`src/rtl/debounce_oneshot.sv`:
```
// Push-button conditioner: 2-flop sync, stable-time debounce FSM,
// and single-cycle press/release pulses for the counter enable.
module debounce_oneshot #(
   parameter int unsigned STABLE_TICKS = 1_000_000,
   parameter int unsigned CNT_W        = 20
) (
   input  logic clk,
   input  logic rst,
   input  logic btn_in,
   output logic btn_db,
   output logic ped,
   output logic ned
);

   typedef enum logic [1:0] {
      S_LOW,
      S_WAIT_HI,
      S_HIGH,
      S_WAIT_LO
   } state_t;

   localparam logic [CNT_W-1:0] LAST = CNT_W'(STABLE_TICKS - 1);

   logic             sync1_q;
   logic             sync2_q;
   state_t           state_q;
   logic [CNT_W-1:0] cnt_q;
   logic             btn_db_q;
   logic             ped_q;
   logic             ned_q;

   always_ff @(posedge clk) begin
      if (!rst) begin
         sync1_q <= 1'b0;
         sync2_q <= 1'b0;
      end else begin
         sync1_q <= btn_in;
         sync2_q <= sync1_q;
      end
   end

   // Pulses default low; only the accepting transitions raise them.
   always_ff @(posedge clk) begin
      if (!rst) begin
         state_q  <= S_LOW;
         cnt_q    <= '0;
         btn_db_q <= 1'b0;
         ped_q    <= 1'b0;
         ned_q    <= 1'b0;
      end else begin
         ped_q <= 1'b0;
         ned_q <= 1'b0;
         unique case (state_q)
            S_LOW: begin
               if (sync2_q) begin
                  state_q <= S_WAIT_HI;
                  cnt_q   <= '0;
               end
            end
            S_WAIT_HI: begin
               if (!sync2_q) begin
                  state_q <= S_LOW;
                  cnt_q   <= '0;
               end else if (cnt_q == LAST) begin
                  state_q  <= S_HIGH;
                  cnt_q    <= '0;
                  btn_db_q <= 1'b1;
                  ped_q    <= 1'b1;
               end else begin
                  cnt_q <= cnt_q + CNT_W'(1);
               end
            end
            S_HIGH: begin
               if (!sync2_q) begin
                  state_q <= S_WAIT_LO;
                  cnt_q   <= '0;
               end
            end
            S_WAIT_LO: begin
               if (sync2_q) begin
                  state_q <= S_HIGH;
                  cnt_q   <= '0;
               end else if (cnt_q == LAST) begin
                  state_q  <= S_LOW;
                  cnt_q    <= '0;
                  btn_db_q <= 1'b0;
                  ned_q    <= 1'b1;
               end else begin
                  cnt_q <= cnt_q + CNT_W'(1);
               end
            end
            default: begin
               state_q <= S_LOW;
               cnt_q   <= '0;
            end
         endcase
      end
   end

   assign btn_db = btn_db_q;
   assign ped    = ped_q;
   assign ned    = ned_q;

endmodule
```
`config.mk`:
```
export PLATFORM = sky130hd
export DESIGN_NAME = debounce_oneshot
export DESIGN_NICKNAME = d
export VERILOG_FILES = /design/src/rtl/debounce_oneshot.sv
export SDC_FILE = /design/constraint.sdc
export NUM_CORES = 1
export LEC_CHECK = 0
export BUFFER_PORTS_ARGS = -buffer_cell sky130_fd_sc_hd__buf_2
export CAP_MARGIN = 20
export CORE_ASPECT_RATIO = 1.1
export CORE_MARGIN = 5
export CORE_UTILIZATION = 45
export DETAILED_ROUTE_END_ITERATION = 8
export GPL_TIMING_DRIVEN = 0
export PLACE_DENSITY_LB_ADDON = 0.1
export SKIP_CTS_REPAIR_TIMING = 1
export SLEW_MARGIN = 20
export SYNTH_ARGS = -nofsm -noshare
export SYNTH_HDL_FRONTEND = slang
export SYNTH_SLANG_ARGS = --single-unit
export TNS_END_PERCENT = 10
```
`constraint.sdc`:
```
create_clock -name clk -period 2.3 [get_ports clk]
set_input_delay 0.115 -clock clk [delete_from_list [all_inputs] [get_ports clk]]
set_output_delay 0.115 -clock clk [all_outputs]
set_load 0.01 [all_outputs]
```
# ---- Word level (Yosys, flattened, before mapping)
# Index checks and enable logic that the tools add are counted.
dict set report classes {
  n_addsub 1
  bitwise 2
  reduce_logical 7
  n_mux 19
  n_eq_ne 12
}
# op n
set op_table {}
lappend op_table {{$mux 20} 5}
lappend op_table {{$pmux 20 s4} 1}
lappend op_table {{$add 20x1->20 const B} 1}
lappend op_table {{$eq 20x20->1 const B} 1}
lappend op_table {{$mux 2} 6}
lappend op_table {{$ne 2x2->1 const B} 6}
lappend op_table {{$pmux 2 s4} 1}
lappend op_table {{$ne 3x3->1 const B} 2}
lappend op_table {{$mux 1} 5}
lappend op_table {{$reduce_and 5->1} 1}
lappend op_table {{$eq 2x2->1 const B} 2}
lappend op_table {{$reduce_and 4->1} 1}
lappend op_table {{$reduce_and 3->1} 1}
lappend op_table {{$reduce_or 3->1} 1}
lappend op_table {{$eq 2x1->1 const B} 1}
lappend op_table {{$logic_not 2->1} 1}
lappend op_table {{$not 1->1} 2}
lappend op_table {{$pmux 1 s2} 1}
lappend op_table {{$reduce_and 2->1} 1}
lappend op_table {{$reduce_bool 2->1} 1}
dict set report totals {
  reg_bits 27
  word_cells 48
  output_inout_bits 3
  inputBits 3
}

# ---- Longest topological paths before layout
# Gate-level depths: netlist of run 1.
dict set report depth {
  depth_word 4
  depth_mapped 8
}

# ---- Worst setup path after synthesis of run 1
# Ideal clock, no wire load.
dict set report synth_path {
  path_type {register to register}
  from {register cnt_q[15]}
  to {register cnt_q[18]}
  path_slack_ns 0.385
  required_ns 2.183
  period_less_slack_ns 1.915
  t_arrival_ns 1.798
  path_stages_with_launch 8
  n_path_buf 2
  path_cell_list {dfxtp_1 -> or4b_4 -> nor4_4 -> a21oi_2 -> buf_6 -> buf_8 -> a32oi_1 -> nand2_1}
}
dict set report synth_between {
  elab_chain_len 4
  word_cells_on_any_way 6
  classes_between {1 x add/sub; 1 x eq/ne; 4 x mux}
}
# element line
set synth_rtl {}
lappend synth_rtl {{start, declared} 27} ;# logic [CNT_W-1:0] cnt_q;
lappend synth_rtl {{start signal, assigned} 70} ;# cnt_q <= cnt_q + CNT_W'(1);
lappend synth_rtl {{start signal, assigned} 89} ;# cnt_q <= cnt_q + CNT_W'(1);
lappend synth_rtl {{$add 20x1->20 / $eq 20x20->1 (equally long branches)} -}
lappend synth_rtl {{$mux 20 (*)} {64, 83}}
lappend synth_rtl {{$mux 20 (on tied branches)} {80, 61}}
lappend synth_rtl {{$pmux 20 s4 (*)} 53} ;# unique case (state_q)
# Mark *: on every way between the ends. The rest lies on a longest branch, timed or not.
# A chain may end at the register's enable or synchronous reset.

# ---- Worst setup path after layout of run 1
dict set report layout_path {
  from {register cnt_q[7]}
  to {register cnt_q[18]}
}
# Same word-level chain as after synthesis.

==> flow_summary_export.csv, run 1 <==
group,metric,value,unit
routing,wl,2760,um
placed_design,dpl.hpwl,2010,um
setup_path,crit_type,"reg2reg",
routing,ant_nets,0,
floorplanning,rows,20,
synth,synthAdderAreaFrac,0.943,%
synth,synth_edf_count,0,
placed_design,place_area,1390,um^2
layout,final_cell_mix,"dfxtp_1, nand3_1, nand2_1",
synth,synthSimpleGateAreaFrac,33.4,%
synth,synth_cell_type_count,36,
placed_design,dp.cells,198,
global_routing,antenna_found_initial,0,
placed_design,place_ws,140,ps
sta,worst_pin_slew,679,ps
sta,fin_ws,132,ps
routing,drt_iter0_markers,43,
layout,multiInputGateArea,738,um^2
layout,layout.cells.non_filler,202,
routing,route.detailed.drc,0,
global_routing,grt_max_degree,15,
power,p_per_area,496,nW/um^2
routing,wl_met2,1260,um
synth,muxShareOfSynthArea,2.26,%
job,cap_violations,0,
setup_path,cpMaxStageDelayCell,"or4b_4",
routing,vias,1170,
cts,clock_latency,320,ps
sta,setup_viol,0,
synth,synth.avg_cell_area,8.30,um^2
global_routing,grt_pass1_wl,4890,um
layout,seqCellArea,541,um^2
global_routing,first_global_vias,1074,
worst_hold_path,holdCritPathClass,"in2reg",
cts,htreeDepth,1,
synth,syn_area,1330,um^2
global_routing,grt_usage,15.7,%
cts,clk_pin_slew,140,ps
setup_path,path_cells,"or4b_4 -> nor4_4 -> a21oi_2 -> buf_6 -> buf_8 -> a32oi_1 -> nand2_1",
global_routing,grt-ovfl-total,0,
layout,nets,174,
routing,first_pass_iters,4,
power,peakVddDrop,0.302,mV
cts,cts_buffers,3,
sta,slew_viol_final,0,
floorplanning,dieArea,4140,um^2
layout,stdcell_area,1430,um^2
sta,fin_crit_sh,94.3,%
synth,synth_fp_nets,164,
layout,area_growth,7.54,%
synth,yosys_warnings,0,
setup_path,critical_path_buf_inv_count,2,
routing,top_layer,"met4",
layout,drive_above_1_share,10.1,%
synth,synth_xor_area_share,1.32,%
routing,wire_per_inst,13.7,um
placed_design,place.gp.congestion,0.804,
synth,synth_compound_area_share,17.2,%
layout,final_common_cell,"dfxtp_1",
setup_path,slowest_delay,540,ps
setup_path,worst_setup_path_end_kind,"flip-flop",
layout,nFillCells,294,
floorplanning,fp.dieH,67.0,um
cts,cts_tree,"done",
sta,hold_viol,1,
synth,synth-main-ff-cell,"dfxtp_1",
cts,cts_sinks,27,
sta,hold-worst-slack,-12.6,ps
synth,synth_top_cell_by_area,"dfxtp_1",
outcome,outcome,"finished, violations left",
setup_path,worstPathArrival,2400,ps
synth,yosys.area.top_type_share,40.7,%
placed_design,io_buffer_count,5,
synth,ys_ff_latch,27,
sta,rsz0062_at_grt,"no",
floorplanning,start_util,47.4,%
floorplanning,design.core.area,2800,um^2
synth,ys_seq_area_share,40.7,%
routing,via_per_inst,5.79,
sta,max_freq,461,MHz
synth,synth_top_family_by_area,"simple AND/OR/NAND/NOR gates",
cts,cts.path.max_buffers,2,
floorplanning,ios,6,
power,leakagePower,0.503,nW
layout,num_antenna_cells,0,
sta,fin_tns_setup,0,ps
routing,wl_met3,69,um
setup_path,startpoint_type,"flip-flop",
synth,synthCells,160,
floorplanning,die_w,61.8,um
sta,skew,0.780,ps
sta,layout_min_cycle_time,2170,ps
outcome,violations,"negative hold slack",
sta,relSlewSlack,54.3,%
setup_path,cp.required,2530,ps
cts,cts_root_buffer,"clkbuf_4",
setup_path,cp_max_fo,10,
synth,synthTopCellsByArea,"dfxtp_1, nand3_1, nand2_1, a21oi_1, a31oi_1",
routing,wl_met1,1400,um
synth,synthArstFlopShare,0,%
power,total_power,0.707,mW
setup_path,crit_family,"simple AND/OR/NAND/NOR gates",
[cell families (layout without fill, tap and decap cells)]
group / after synthesis / count (layout)
fa+ha+maj: 1 / 1
xor+xnor: 2 / 2
buf+inv: 10 / 19
simple gates: 80 / 80
flops: 27 / 27
mux: 3 / 3
compound gates: 37 / 37
[state kept, by name, summed over array words and instances, names as in the netlist, named ones only]
signal / flops
cnt_q: 20
btn_db: 1
ned: 1
ped: 1
state_q: 1
sync1_q: 1
sync2_q: 1
[worst register-to-register path, stage by stage (launching register included)]
cell	delay, ps
dfxtp_1	380
or4b_4	540
nor4_4	430
a21oi_2	150
buf_6	180
buf_8	140
a32oi_1	190
nand2_1	70
[power by group]
| part | total (mW) | switching (mW) | internal [mW] | leakage (nW) |
|---|---|---|---|---|
| clock network | 0.204 | 0.136 | 0.0680 | 0.0150 |
| registers | 0.475 | 0.00285 | 0.472 | 0.218 |
| logic | 0.0286 | 0.0183 | 0.0103 | 0.270 |
| total | 0.707 | 0.158 | 0.550 | 0.503 |
[layer usage]
metal,track usage [%],vias up
met4,5.57,0
met1,22.1,549
met5,0,-
met3,2.91,4
met2,23.6,12
li1,-,605
[area by class of cell]
class | count | area share (%)
sequential | 27 | 37.9
clock buffer | 4 | 1.84
timing repair buffer | 5 | 1.75
inverter | 6 | 1.58
tap | 33 | 2.89
buffer | 4 | 2.37
multi-input combinational | 123 | 51.7
[cells in the mapped netlist, drive strengths merged, types with 2 or more instances]
library cell	count
nor4	3
a21oi	12
nor2b	4
and2	3
or2b	2
xor2	2
mux2i	3
buf	2
o21ai	8
dfxtp	27
clkbuf	2
nand2b	2
nor2	8
a21boi	2
a211o	2
nor3	6
a31oi	8
inv	6
or3	5
nand2	15
and3	6
nand4	5
nand3	18
[metrics by stage]
step | hold slack, ps | utilization [%]
finish | -12.6 | 50.9
global route | 3.04 | 50.9
CTS | -7.26 | 50.7
detailed placement | 338 | 49.7
global placement | 324 | 49.7
floorplan | 242 | -
[final timing paths]
check             startpoint         to  slack [ps]  cells past startpoint
setup / recovery    cnt_q[7]  cnt_q[18]         130                      7
setup reg to reg    cnt_q[7]  cnt_q[18]         130                      7
hold reg to reg      sync1_q    sync2_q         470                      1
hold / removal        btn_in    sync1_q         -10                      2
No activity file was read; power rests on OpenSTA's default activity.
==> inputs of run 2 (changes only) <==
--- a/config.mk
+++ b/config.mk
@@ -7,9 +7,11 @@
 export LEC_CHECK = 0
 export BUFFER_PORTS_ARGS = -buffer_cell sky130_fd_sc_hd__buf_2
 export CAP_MARGIN = 20
+export CELL_PAD_IN_SITES_DETAIL_PLACEMENT = 1
+export CELL_PAD_IN_SITES_GLOBAL_PLACEMENT = 2
 export CORE_ASPECT_RATIO = 1.1
 export CORE_MARGIN = 5
-export CORE_UTILIZATION = 45
+export CORE_UTILIZATION = 36
 export DETAILED_ROUTE_END_ITERATION = 8
 export GPL_TIMING_DRIVEN = 0
 export PLACE_DENSITY_LB_ADDON = 0.1
==> run 2 against run 1 <==
The flow now finishes without violations. Wire length grew 15%. Maximum frequency is 0.73% lower. Sequential share of layout area decreased by 1.0 points. Combinational power grew 3%. Die area is 21% higher. Final area is 2.7% higher. Sequential cell count did not move. First-iteration DRC count up 51%. Utilization shrank 10 points. Critical path type unchanged.
==> flow_summary_export.csv, run 2 (same netlist as run 1, synthesis figures left out) <==
group,metric,value,unit
outcome,outcome,"completed",
sta,relSlewSlack,59.2,%
setup_path,slowest_delay,540,ps
sta,max_freq,458,MHz
sta,setup_viol,0,
setup_path,reg2reg_to,"cnt_q[13]",
setup_path,critical_path_buf_inv_count,0,
sta,hold_viol,0,
setup_path,worstPathArrival,2350,ps
sta,worst_pin_slew,606,ps
setup_path,cpMaxStageDelayCell,"or4b_4",
floorplanning,start_util,36.9,%
sta,layout_min_cycle_time,2180,ps
layout,num_antenna_cells,0,
job,cap_violations,0,
worst_hold_path,hold_start,"btn_in",
cts,cts_tree,"done",
setup_path,r2r_slack,120,ps
worst_hold_path,holdCritPathClass,"in2reg",
cts,cts_sinks,27,
placed_design,dp.cells,215,
setup_path,path_cells,"or4b_4 -> nor4_4 -> a21o_1 -> nor3_1 -> a211o_1",
routing,route.detailed.drc,0,
setup_path,worst_setup_path_end_kind,"flip-flop",
sta,slew_viol_final,0,
global_routing,grt_usage,14.6,%
cts,clock_latency,270,ps
layout,area_growth,10.5,%
layout,nets,174,
cts,cts_root_buffer,"clkbuf_8",
layout,fin_util,40.8,%
sta,rsz0062_at_grt,"no",
routing,vias,1173,
floorplanning,ios,6,
worst_hold_path,min_delay_worst_endpoint,"sync1_q",
global_routing,antenna_found_initial,0,
setup_path,cp_max_fo,9,
floorplanning,die_w,67.9,um
layout,final_cell_mix,"dfxtp_1, nand3_1, nand2_1",
worst_hold_path,min_path_cells,2,
global_routing,grt_pass1_wl,5640,um
layout,drive_above_1_share,9.47,%
routing,first_pass_iters,4,
routing,wire_per_inst,14.5,um
sta,fin_tns_setup,0,ps
sta,fin_crit_sh,94.9,%
power,p_per_area,528,nW/um^2
layout,layout.cells.non_filler,219,
cts,cts.path.max_buffers,2,
setup_path,crit_family,"simple AND/OR/NAND/NOR gates",
floorplanning,design.core.area,3600,um^2
routing,drt_iter0_markers,65,
power,peakVddDrop,0.219,mV
placed_design,place.gp.congestion,0.761,
global_routing,grt-ovfl-total,0,
routing,via_per_inst,5.36,
placed_design,io_buffer_count,5,
floorplanning,rows,23,
layout,nFillCells,445,
global_routing,first_global_vias,1248,
layout,top_register,"cnt_q",
floorplanning,dieArea,5000,um^2
power,leakagePower,0.510,nW
cts,cts_buffers,3,
cts,clk_pin_slew,90,ps
cts,htreeDepth,1,
setup_path,r2r-start,"cnt_q[7]",
setup_path,crit_type,"reg2reg",
layout,final_common_cell,"dfxtp_1",
routing,ant_nets,0,
setup_path,startpoint_type,"flip-flop",
placed_design,place_area,1420,um^2
global_routing,grt_max_degree,15,
placed_design,dpl.hpwl,2380,um
layout,largest_reg_flops,20,
setup_path,r2r_cells,5,
routing,wl,3190,um
sta,skew,3.46,ps
floorplanning,fp.dieH,73.7,um
setup_path,cp.required,2470,ps
layout,stdcell_area,1470,um^2
[run 2: cell count changes in the layout (fill, tap and decap cells not counted)]
cell	previous run	this run
a21o_2	1	0
clkbuf_8	0	3
a21o_1	0	1
clkbuf_4	3	0
[run 2: worst max path at each step]
stage / from / endpoint / slack, ps / cells after the start
after floorplan: cnt_q[15] / cnt_q[18] / 390 / 7
after global placement: cnt_q[2] / cnt_q[13] / 130 / 5
after detailed placement: cnt_q[2] / cnt_q[13] / 100 / 5
after CTS: cnt_q[2] / cnt_q[13] / 80 / 5
after global routing: cnt_q[15] / cnt_q[18] / 40 / 7
final: cnt_q[7] / cnt_q[13] / 120 / 5
[run 2: stage by stage]
| stage | hold WS, ps | total power, mW | worst slack [ps] |
|---|---|---|---|
| after floorplan | 242 | 0.503 | 385 |
| after global placement | 325 | 0.514 | 125 |
| after detailed placement | 328 | 0.515 | 96.1 |
| after CTS | 39.2 | 0.787 | 76.6 |
| after global routing | 27.6 | 0.810 | 35.6 |
| final | 45.1 | 0.774 | 116 |
[run 2: area by class of cell]
class                           instances  area (um^2)  share of cell area, %
Clock buffer                            4         45.0                   3.07
Inverter                                6         22.5                   1.54
Timing Repair Buffer                    5         25.0                   1.71
Tap cell                               50         62.6                   4.27
Sequential cell                        27          541                   36.9
Buffer                                  4         33.8                   2.30
Multi-Input combinational cell        123          737                   50.3
[run 2: routing by layer]
metal,track usage [%],routed length [um]
met2,26.9,1640
met5,0,0
met1,17.1,1470
met3,1.83,48
met4,4.64,20
[run 2: report_power, final]
group | leakage [nW] | total (mW) | internal, mW | switching [mW]
registers | 0.218 | 0.474 | 0.471 | 0.00294
logic | 0.269 | 0.0294 | 0.0103 | 0.0191
clock network | 0.0228 | 0.271 | 0.124 | 0.147
==> inputs of run 3 (changes only) <==
--- a/config.mk
+++ b/config.mk
@@ -5,17 +5,18 @@
 export SDC_FILE = /design/constraint.sdc
 export NUM_CORES = 1
 export LEC_CHECK = 0
-export BUFFER_PORTS_ARGS = -buffer_cell sky130_fd_sc_hd__buf_2
 export CAP_MARGIN = 20
 export CELL_PAD_IN_SITES_DETAIL_PLACEMENT = 1
 export CELL_PAD_IN_SITES_GLOBAL_PLACEMENT = 2
 export CORE_ASPECT_RATIO = 1.1
 export CORE_MARGIN = 5
-export CORE_UTILIZATION = 36
+export CORE_UTILIZATION = 37
 export DETAILED_ROUTE_END_ITERATION = 8
+export DONT_BUFFER_PORTS = 1
 export GPL_TIMING_DRIVEN = 0
 export PLACE_DENSITY_LB_ADDON = 0.1
 export SKIP_CTS_REPAIR_TIMING = 1
+export SKIP_LAST_GASP = 1
 export SLEW_MARGIN = 20
 export SYNTH_ARGS = -nofsm -noshare
 export SYNTH_HDL_FRONTEND = slang
==> constraint.sdc (replaced) <==
create_clock -name clk -period 2.1 [get_ports clk]
set_input_delay 0.105 -clock clk [delete_from_list [all_inputs] [get_ports clk]]
set_output_delay 0.105 -clock clk [all_outputs]
set_load 0.01 [all_outputs]
==> run 3 against run 2 <==
Critical endpoint is now cnt_q[12]. Sequential power grew 9.7%. Sequential share of layout area shrank 0.59 points. Final area grew 2.8%. Combinational power grew 4%. Wire length grew 2.7%. Largest power group unchanged. The flow now finishes with violations (negative setup slack). Total power is essentially flat.
==> flow_summary_export.csv, run 3 (same netlist as run 1, synthesis figures left out) <==
group,metric,value,unit
routing,route.detailed.drc,0,
setup_path,r2r_slack,-0.4,ps
floorplanning,ios,6,
routing,first_pass_iters,4,
global_routing,antenna_found_initial,0,
routing,drt_iter0_markers,61,
outcome,outcome,"finished, violations left",
placed_design,place.gp.congestion,0.723,
floorplanning,dieArea,4890,um^2
sta,setup_viol,1,
worst_hold_path,holdCritPathClass,"in2reg",
cts,cts_buffers,3,
cts,clk_pin_slew,140,ps
placed_design,io_buffer_count,0,
setup_path,crit_type,"reg2reg",
job,cap_violations,0,
sta,slew_viol_final,0,
routing,wire_per_inst,15.0,um
routing,vias,1219,
layout,num_antenna_cells,0,
setup_path,cpMaxStageDelayCell,"or4_4",
cts,cts.path.max_buffers,2,
sta,rsz0062_at_grt,"yes",
sta,layout_min_cycle_time,2100,ps
layout,final_common_cell,"dfxtp_1",
layout,top_register,"cnt_q",
layout,nets,175,
layout,drive_above_1_share,14.7,%
setup_path,startpoint_type,"flip-flop",
setup_path,r2r_cells,7,
setup_path,critical_path_buf_inv_count,2,
setup_path,r2r-start,"cnt_q[11]",
floorplanning,design.core.area,3410,um^2
setup_path,worstPathArrival,2310,ps
sta,skew,1.45,ps
floorplanning,die_w,67.1,um
floorplanning,start_util,38.9,%
global_routing,grt_max_degree,15,
sta,fin_tns_setup,-0.394,ps
global_routing,grt_usage,14.6,%
setup_path,cp.required,2310,ps
setup_path,slowest_delay,540,ps
global_routing,grt-ovfl-total,0,
worst_hold_path,min_delay_worst_endpoint,"cnt_q[6]",
placed_design,dpl.hpwl,2370,um
setup_path,reg2reg_to,"cnt_q[12]",
sta,worst_pin_slew,569,ps
sta,max_freq,476,MHz
global_routing,first_global_vias,1190,
routing,via_per_inst,5.59,
sta,hold_viol,0,
sta,fin_ws,-0.394,ps
layout,largest_reg_flops,20,
power,leakagePower,0.516,nW
floorplanning,fp.dieH,72.8,um
routing,wl,3270,um
sta,fin_crit_sh,100,%
cts,clock_latency,320,ps
floorplanning,rows,22,
setup_path,path_cells,"or4_4 -> nor4_4 -> a21oi_2 -> buf_6 -> buf_8 -> a21oi_1 -> a31oi_1",
layout,final_cell_mix,"dfxtp_1, nand3_1, nand2_1",
setup_path,cp_max_fo,10,
sta,relSlewSlack,62.1,%
worst_hold_path,min_path_cells,2,
cts,cts_sinks,27,
layout,area_growth,13.6,%
global_routing,grt_pass1_wl,5580,um
cts,cts_tree,"done",
outcome,violations,"negative setup slack",
layout,fin_util,44.2,%
setup_path,crit_family,"simple AND/OR/NAND/NOR gates",
power,peakVddDrop,0.316,mV
worst_hold_path,hold_start,"rst",
routing,ant_nets,0,
power,total_power,0.774,mW
cts,cts_root_buffer,"clkbuf_4",
cts,htreeDepth,1,
setup_path,worst_setup_path_end_kind,"flip-flop",
power,p_per_area,513,nW/um^2
run 3: changes by cell type in the layout (fill, tap and decap cells not counted), sizes merged:
cell	delta
buf	-1
dlygate4sd3	+2
run 3: area by class of cell:
class                      count  area (um^2)
buffer                         4         33.8
tap                           48         60.1
sequential                    27          547
clock buffer                   4         26.3
fill                         444         1910
timing repair buffer           6         50.0
multi-input combinational    123          768
inverter                       6         22.5
run 3: stage by stage:
stage | setup WS (ps) | cell area [um^2] | hold WS (ps) | cells
after floorplan | 185 | 1330 | 232 | 160
after global placement | -52.1 | 1390 | 237 | 208
after global routing | -76.3 | 1510 | 43.4 | 218
after CTS | -103 | 1410 | -104 | 212
after detailed placement | -75.8 | 1390 | 248 | 208
final | -0.394 | 1510 | 47.4 | 218
run 3: worst register-to-register path, cell delays in order, from the launching register on:
cell and delay (ps):
dfxtp_2 370, or4_4 540, nor4_4 410, a21oi_2 150, buf_6 170, buf_8 140, a21oi_1 150, a31oi_1 60
run 3: per-layer routing:
layer,vias up,wire length [um],global-route usage [%]
met2,5,1690,25.1
li1,606,-,-
met3,4,35,1.85
met5,-,0,0
met4,0,47,5.86
met1,604,1490,18.2
run 3: how the worst max path moves through the flow:
stage / startpoint / end / depth (start not counted)
floorplan: cnt_q[15] / cnt_q[18] / 7
global placement: cnt_q[15] / cnt_q[14] / 5
detailed placement: cnt_q[15] / cnt_q[14] / 5
CTS: cnt_q[15] / cnt_q[14] / 5
global route: cnt_q[11] / cnt_q[12] / 7
finish: cnt_q[11] / cnt_q[12] / 7
run 3: report_power, final:
part | leakage [nW] | total, mW | internal, mW | switching [mW]
combinational | 0.281 | 0.0306 | 0.0114 | 0.0192
clock | 0.0150 | 0.224 | 0.0744 | 0.149
sequential | 0.220 | 0.520 | 0.515 | 0.00434
total | 0.516 | 0.774 | 0.601 | 0.173
